--- src/rtl/instr_fetch_if.sv ---
// Instruction-memory read channel between the fetch stage and instruction memory.
// Latency: none, wires only.
// Backpressure: request side is valid/ready; the response side has no ready and is accepted by the fetch FSM only in WAIT.
interface instr_fetch_if;
    logic        imem_req_valid;
    logic        imem_req_ready;
    logic [31:0] imem_req_addr;
    logic        imem_rsp_valid;
    logic [31:0] imem_rsp_data;

    // Fetch stage side: issues requests, consumes responses.
    modport master (
        output imem_req_valid,
        output imem_req_addr,
        input  imem_req_ready,
        input  imem_rsp_valid,
        input  imem_rsp_data
    );

    // Memory side: accepts requests, returns read data.
    modport slave (
        input  imem_req_valid,
        input  imem_req_addr,
        output imem_req_ready,
        output imem_rsp_valid,
        output imem_rsp_data
    );
endinterface

--- src/rtl/instr_fetch.sv ---
// Fetch stage: holds the architectural PC, reads one instruction per retire, presents it to decode.
// Latency: minimum 3 cycles fetch-to-fetch (REQ, WAIT, HOLD); response captured no earlier than one edge after acceptance.
// Backpressure: REQ holds address stable until imem_req_ready; WAIT waits indefinitely; HOLD waits for pc_update.
module instr_fetch #(
    parameter logic [31:0] RESET_PC = 32'h0000_0000
) (
    input  logic        clk,
    input  logic        rst_n,
    instr_fetch_if.master imem,
    output logic [31:0] pc,
    input  logic [31:0] pc_next,
    input  logic        pc_update,
    output logic        instr_valid,
    output logic [31:0] instr,
    output logic        misaligned,
    output logic [31:0] retire_count
);

    typedef enum logic [2:0] {
        ST_IDLE  = 3'd0,
        ST_REQ   = 3'd1,
        ST_WAIT  = 3'd2,
        ST_HOLD  = 3'd3,
        ST_FAULT = 3'd4
    } state_t;

    state_t      state_q;
    state_t      state_d;
    logic [31:0] pc_q;
    logic [31:0] pc_d;
    logic [31:0] instr_q;
    logic [31:0] instr_d;
    logic [31:0] count_q;
    logic [31:0] count_d;

    // A retire is only meaningful while an instruction is held; the target
    // must be word aligned or the core stops fetching until reset.
    logic retire_ok;
    logic retire_bad;

    assign retire_ok  = pc_update && (pc_next[1:0] == 2'b00);
    assign retire_bad = pc_update && (pc_next[1:0] != 2'b00);

    // State and datapath registers; reset takes effect immediately in any state.
    always_ff @(posedge clk or negedge rst_n) begin
        if (!rst_n) begin
            state_q <= ST_IDLE;
            pc_q    <= RESET_PC;
            instr_q <= 32'h0000_0000;
            count_q <= 32'h0000_0000;
        end else begin
            state_q <= state_d;
            pc_q    <= pc_d;
            instr_q <= instr_d;
            count_q <= count_d;
        end
    end

    // Next-state and datapath updates; every input is qualified by the state
    // that owns it so stray ready/response/retire strobes are harmless.
    always_comb begin
        state_d = state_q;
        pc_d    = pc_q;
        instr_d = instr_q;
        count_d = count_q;
        unique case (state_q)
            ST_IDLE: begin
                state_d = ST_REQ;
            end
            ST_REQ: begin
                if (imem.imem_req_ready) begin
                    state_d = ST_WAIT;
                end
            end
            ST_WAIT: begin
                if (imem.imem_rsp_valid) begin
                    instr_d = imem.imem_rsp_data;
                    state_d = ST_HOLD;
                end
            end
            ST_HOLD: begin
                if (retire_ok) begin
                    pc_d    = pc_next;
                    count_d = count_q + 32'd1;
                    state_d = ST_REQ;
                end else if (retire_bad) begin
                    state_d = ST_FAULT;
                end
            end
            ST_FAULT: begin
                state_d = ST_FAULT;
            end
            default: begin
                state_d = ST_IDLE;
            end
        endcase
    end

    // Moore outputs straight from registered state.
    assign imem.imem_req_valid = (state_q == ST_REQ);
    assign imem.imem_req_addr  = pc_q;
    assign instr_valid         = (state_q == ST_HOLD);
    assign misaligned          = (state_q == ST_FAULT);
    assign pc                  = pc_q;
    assign instr               = instr_q;
    assign retire_count        = count_q;

endmodule

--- src/flat_wrapper.sv ---
// flat-port wrapper written by rule: the top's interface ports become plain ports
module instr_fetch_flat 
#(
    parameter logic [31:0] RESET_PC = 32'h0000_0000
)
  (clk, rst_n, pc, pc_next, pc_update, instr_valid, instr, misaligned, retire_count, imem_imem_req_valid, imem_imem_req_addr, imem_imem_req_ready, imem_imem_rsp_valid, imem_imem_rsp_data);
  instr_fetch_if imem_i ();
  input  logic clk;
  input  logic rst_n;
  output logic [31:0] pc;
  input  logic [31:0] pc_next;
  input  logic pc_update;
  output logic instr_valid;
  output logic [31:0] instr;
  output logic misaligned;
  output logic [31:0] retire_count;
  output wire logic [$bits(imem_i.imem_req_valid)-1:0] imem_imem_req_valid;
  output wire logic [$bits(imem_i.imem_req_addr)-1:0] imem_imem_req_addr;
  input wire logic [$bits(imem_i.imem_req_ready)-1:0] imem_imem_req_ready;
  input wire logic [$bits(imem_i.imem_rsp_valid)-1:0] imem_imem_rsp_valid;
  input wire logic [$bits(imem_i.imem_rsp_data)-1:0] imem_imem_rsp_data;
  assign imem_imem_req_valid = imem_i.imem_req_valid;
  assign imem_imem_req_addr = imem_i.imem_req_addr;
  assign imem_i.imem_req_ready = imem_imem_req_ready;
  assign imem_i.imem_rsp_valid = imem_imem_rsp_valid;
  assign imem_i.imem_rsp_data = imem_imem_rsp_data;
  instr_fetch #(.RESET_PC(RESET_PC)) u_core (.clk(clk), .rst_n(rst_n), .imem(imem_i), .pc(pc), .pc_next(pc_next), .pc_update(pc_update), .instr_valid(instr_valid), .instr(instr), .misaligned(misaligned), .retire_count(retire_count));
endmodule
--- config.mk ---
export PLATFORM = sky130hd
export DESIGN_NAME = instr_fetch_flat
export DESIGN_NICKNAME = d
export VERILOG_FILES = /design/src/rtl/instr_fetch_if.sv /design/src/rtl/instr_fetch.sv /design/src/flat_wrapper.sv
export SDC_FILE = /design/constraint.sdc
export NUM_CORES = 1
export LEC_CHECK = 0
export BUFFER_PORTS_ARGS = -buffer_cell sky130_fd_sc_hd__buf_4
export CAP_MARGIN = 20
export CORE_MARGIN = 2
export CORE_UTILIZATION = 40
export CTS_CLUSTER_DIAMETER = 80
export DETAILED_ROUTE_END_ITERATION = 16
export PLACE_DENSITY = 0.84
export SYNTH_ARGS = -nofsm -noshare
export SYNTH_HDL_FRONTEND = slang
export SYNTH_SLANG_ARGS = --single-unit
export TNS_END_PERCENT = 5
--- constraint.sdc ---
create_clock -name clk -period 1.7 [get_ports clk]
set_input_delay 0.17 -clock clk [delete_from_list [all_inputs] [get_ports clk]]
set_output_delay 0.17 -clock clk [all_outputs]
set_load 0.01 [all_outputs]
[Word-level counts from Yosys, hierarchy flattened]
Index checks and enable logic that the tools add are counted.
Storage, ports and cells
  register bits after elaboration: 99
  logic and storage cells: 25
Operators by class
  add/subtract/negate cells: 1
  eq/ne operators: 7
  mux-type cells: 5
  reductions and logical operators: 8
Operator list (count)
  $add A32 B1 Y32 const B: 1
  $pmux W3 S5: 1
  $mux W3: 4
  $eq A3 B2 Y1 const B: 2
  $reduce_and A2 Y1: 2
  $eq A3 B1 Y1 const B: 1
  $eq A3 B3 Y1 const B: 1
  $logic_not A3 Y1: 1
  $ne A3 B1 Y1 const B: 1
  $reduce_and A3 Y1: 1
  $logic_and A1 B1 Y1: 2
  $logic_not A2 Y1: 1
  $ne A2 B1 Y1 const B: 1
  $ne A2 B2 Y1 const B: 1
  $reduce_bool A2 Y1: 1

[Longest topological paths before layout]
  depth in word-level cells: 5
  mapped depth: 7
  gate-level depth less buffers: 4

[Worst setup path before layout]
Ideal clock, no wire load.
  path kind: register -> register
  from: register u_core.state_q[0]
  to: register u_core.pc_q[25] (netlist: u_core.imem.imem_req_addr[25])
  library setup time: 125 ps
  data arrival time: 1495 ps
  required time: 1575 ps
  setup slack: 80 ps
  stages on the path, launching flop included: 7
  path through: dfrtp_1 buf_4 and4b_1 buf_6 nand2_2 buf_2 mux2_2
Between the ends
  cells in the longest elaborated chain, start to end: 2
RTL lines
  start, declared: RTL line instr_fetch.sv:27  | state_t state_q;
  start signal, assigned: RTL line instr_fetch.sv:52  | state_q <= state_d;
  $eq A3 B2 Y1: RTL line instr_fetch.sv:66  | unique case (state_q)
  $reduce_and A2 Y1 (no source line)
  end signal, assigned: RTL line instr_fetch.sv:53  | pc_q <= pc_d;
  end, declared: RTL line instr_fetch.sv:29  | logic [31:0] pc_q;
Every way passes these cells.
A chain may end at the register's enable or synchronous reset.

[Final worst setup path]
  from: register u_core.state_q[1]
  to: register u_core.instr_q[21] (netlist: u_core.instr[21])
Between the ends
  cells in the longest elaborated chain, start to end: 2
RTL lines
  $eq A3 B2 Y1: RTL line instr_fetch.sv:66
  $reduce_and A2 Y1 (no source line)
  end signal, assigned: RTL line instr_fetch.sv:54  | instr_q <= instr_d;
  end, declared: RTL line instr_fetch.sv:31  | logic [31:0] instr_q;
Every way passes these cells.

==> impl_metrics.ini <==
[run_status]
status = complete, no violations

[layout]
area_growth_pct = 39.6
fillCellCount = 902
layout_common_cells = 209 x buf_4, 99 x dfrtp_1, 62 x mux2_2, 23 x xor2_1, 12 x nand3_1
drive_above_1_share = 0.597
antennaDiodeCount = 0
fin_nets = 579
final_common_cell = buf_4

[power_and_ir_drop]
swShare = 0.319
power_switching_mw = 2.84
pwr-share-comb = 0.420
p_leak_nw = 3.13
irDropWorstVdd_mv = 0.744
p_int_mw = 6.05
powerDensity_mw_per_mm2 = 1450
pwr-share-clk = 0.169
power_frac_seq = 0.411

[synth]
synth_top_area_cell = dfrtp_1
synth_top_cell_area_share = 0.563
syn_area_mm2 = 0.00440
synthCells = 328
synth_edf_count = 0
ys_warn_count = 0
ys_types = 36
synth.avg_cell_area_um2 = 13.4
synth-seq-cells = 99
ys_seq_area_frac = 0.563
synthesis.nets = 398
async_reset_ff_frac = 1.00
synth_area_leaders = dfrtp_1 56%, mux2_2 16%, buf_4 6.1%, xor2_1 4.6%, xnor2_1 1.6%
ys.flop_type = dfrtp_1

[sta]
min_period_ns = 1.63
max-slew-margin-rel = 0.635
setup_viol = 0
skew_ns = 0.0144
finalHoldViolations = 0
finalMaxSlewViolations = 0
rsz0062_at_grt = yes
fin_ws_ns = 0.0690
hold_ws_ns = 0.0307
max_freq_ghz = 0.613
final.period_utilization = 0.959
tightest_slew_ns = 0.548
fin_setup_tns_ns = 0

[placed_design]
globalplace.congestion = 0.854
pre_cts_slack_ns = 0.0117
numPortBuffers = 199
place_hpwl_um = 7280

[route]
drc = 0
firstDrtPassIters = 4
drt_iter0_drc = 167
vias = 3177
ant_nets = 0
routed_via_density = 4.86
wl_per_cell_um = 15.0
wirelength_um = 9830

[critical_path]
cp-start-kind = register
critPathTopFamily = buffers and inverters
cp.buffers_inverters = 3
crit_required_ns = 1.94
crit_type = register to register
crit_path_max_incr_delay_ns = 0.38
cpMaxStageDelayCell = dfrtp_1
arrival_ns = 1.87
cp-end-kind = register
path_cells = buf_4 > inv_1 > nor4b_4 > buf_12 > mux2_2
path_max_fanout = 32

[global_routing]
grt_max_degree = 100
antenna_found_initial = 0
first_global_vias = 3057
grt_pass1_wl_um = 14800
gr-total-overflow = 0
grt_usage = 0.163

[cts]
cts_tree = yes
path_clk_slew_ns = 0.10
clkSinkCount = 99
clock_latency_ns = 0.36
cts_made_buffers = 9
cts_root_buf = clkbuf_8
cts_buffer_depth = 2
ctsHtreeMaxLevel = 3

[min_path]
hp-class = input port to register

[job]
cap_violations = 0

[floorplan]
rows = 38
io_pins = 200
die_h_um = 109
core_mm2 = 0.0108
die_w_um = 109
die_area_mm2 = 0.0118
start_util = 0.407
## flip-flops by register name, summed over array words and instances, names as in the netlist
name                       flops
u_core.imem.imem_req_addr     32
u_core.instr                  32
u_core.retire_count           32
u_core.state_q                 3
## per-layer routing
layer | vias up | wire (µm) | part of all wire | GRT usage
li1 | 1468 | - | - | -
met1 | 1549 | 3670 | 0.37 | 0.180
met2 | 140 | 5200 | 0.53 | 0.293
met3 | 20 | 719 | 0.073 | 0.0436
met4 | 0 | 244 | 0.025 | 0.0714
met5 | - | 0 | 0 | 0
## kinds of logic after synthesis
| logic type | Yosys count | synth area share |
|---|---|---|
| fa+ha+maj | 1 | 0.00284 |
| simple gates | 76 | 0.119 |
| flops | 99 | 0.563 |
| mux | 63 | 0.161 |
| compound gates | 5 | 0.00740 |
| buf+inv | 53 | 0.0842 |
| xor+xnor | 31 | 0.0617 |
## repair_timing
| action | CTS | global route |
|---|---|---|
| endpoints found under the hold margin | 99 | 0 |
| gates resized for setup | 0 | 6 |
| setup buffers | 0 | 1 |
| pin swaps | 0 | 0 |
| endpoints found under the setup margin | 1 | 29 |
| hold buffers | 1 | 0 |
## layout make-up
class | instances | area (µm²) | share of cell area
flip-flops and latches | 99 | 2480 | 0.404
inverters | 8 | 30.0 | 0.00489
well taps | 140 | 175 | 0.0285
repair buffers | 215 | 1680 | 0.273
multi-input cells | 176 | 1580 | 0.258
clock inverters | 4 | 50.0 | 0.00815
clock buffers | 12 | 145 | 0.0236
## Yosys cell counts, drive strengths merged, types with 2 or more instances
cell type / number
xnor2: 8
buf: 44
mux2: 63
dfrtp: 99
inv: 8
nor4: 14
xor2: 23
and2: 2
and4: 5
and3: 3
nor2: 8
nand2: 11
nand3: 13
nor3: 10
nand4: 6
## through the flow
stage | util | cell area (µm²) | std cells | total power [mW]
floorplan | - | 4400 | 328 | 5.68
global placement | 0.545 | 5880 | 636 | 7.35
detailed placement | 0.545 | 5880 | 636 | 7.49
CTS | 0.564 | 6090 | 653 | 9.03
global route | 0.569 | 6140 | 654 | 9.44
finish | 0.569 | 6140 | 654 | 8.89
## power by group through the flow
stage	clock network, mW	registers (mW)	logic, mW
after floorplan	0	4.01	1.68
after global placement	0	3.63	3.71
after global routing	1.67	3.76	4.01
after CTS	1.57	3.66	3.79
after detailed placement	0	3.70	3.79
final	1.51	3.65	3.73
## path summary, 6_finish.rpt
| kind | cells after the start | startpoint | slack (ns) | to |
|---|---|---|---|---|
| hold reg to reg | 1 | u_core.instr[28]$_DFFE_PN0P_ | 0.50 | u_core.instr[28]$_DFFE_PN0P_ |
| max in group asynchronous | 3 | rst_n | 0.87 | u_core.imem.imem_req_addr[29]$_DFFE_PN0P_ |
| min in group asynchronous | 3 | rst_n | 0.36 | u_core.instr[3]$_DFFE_PN0P_ |
| setup / recovery | 5 | u_core.state_q[1]$_DFFE_PN0P_ | 0.07 | u_core.instr[21]$_DFFE_PN0P_ |
| setup reg to reg | 5 | u_core.state_q[1]$_DFFE_PN0P_ | 0.07 | u_core.instr[21]$_DFFE_PN0P_ |
| hold / removal | 2 | imem_imem_rsp_data[5] | 0.03 | u_core.instr[5]$_DFFE_PN0P_ |
Note: power is estimated with default switching activity, not from simulation.
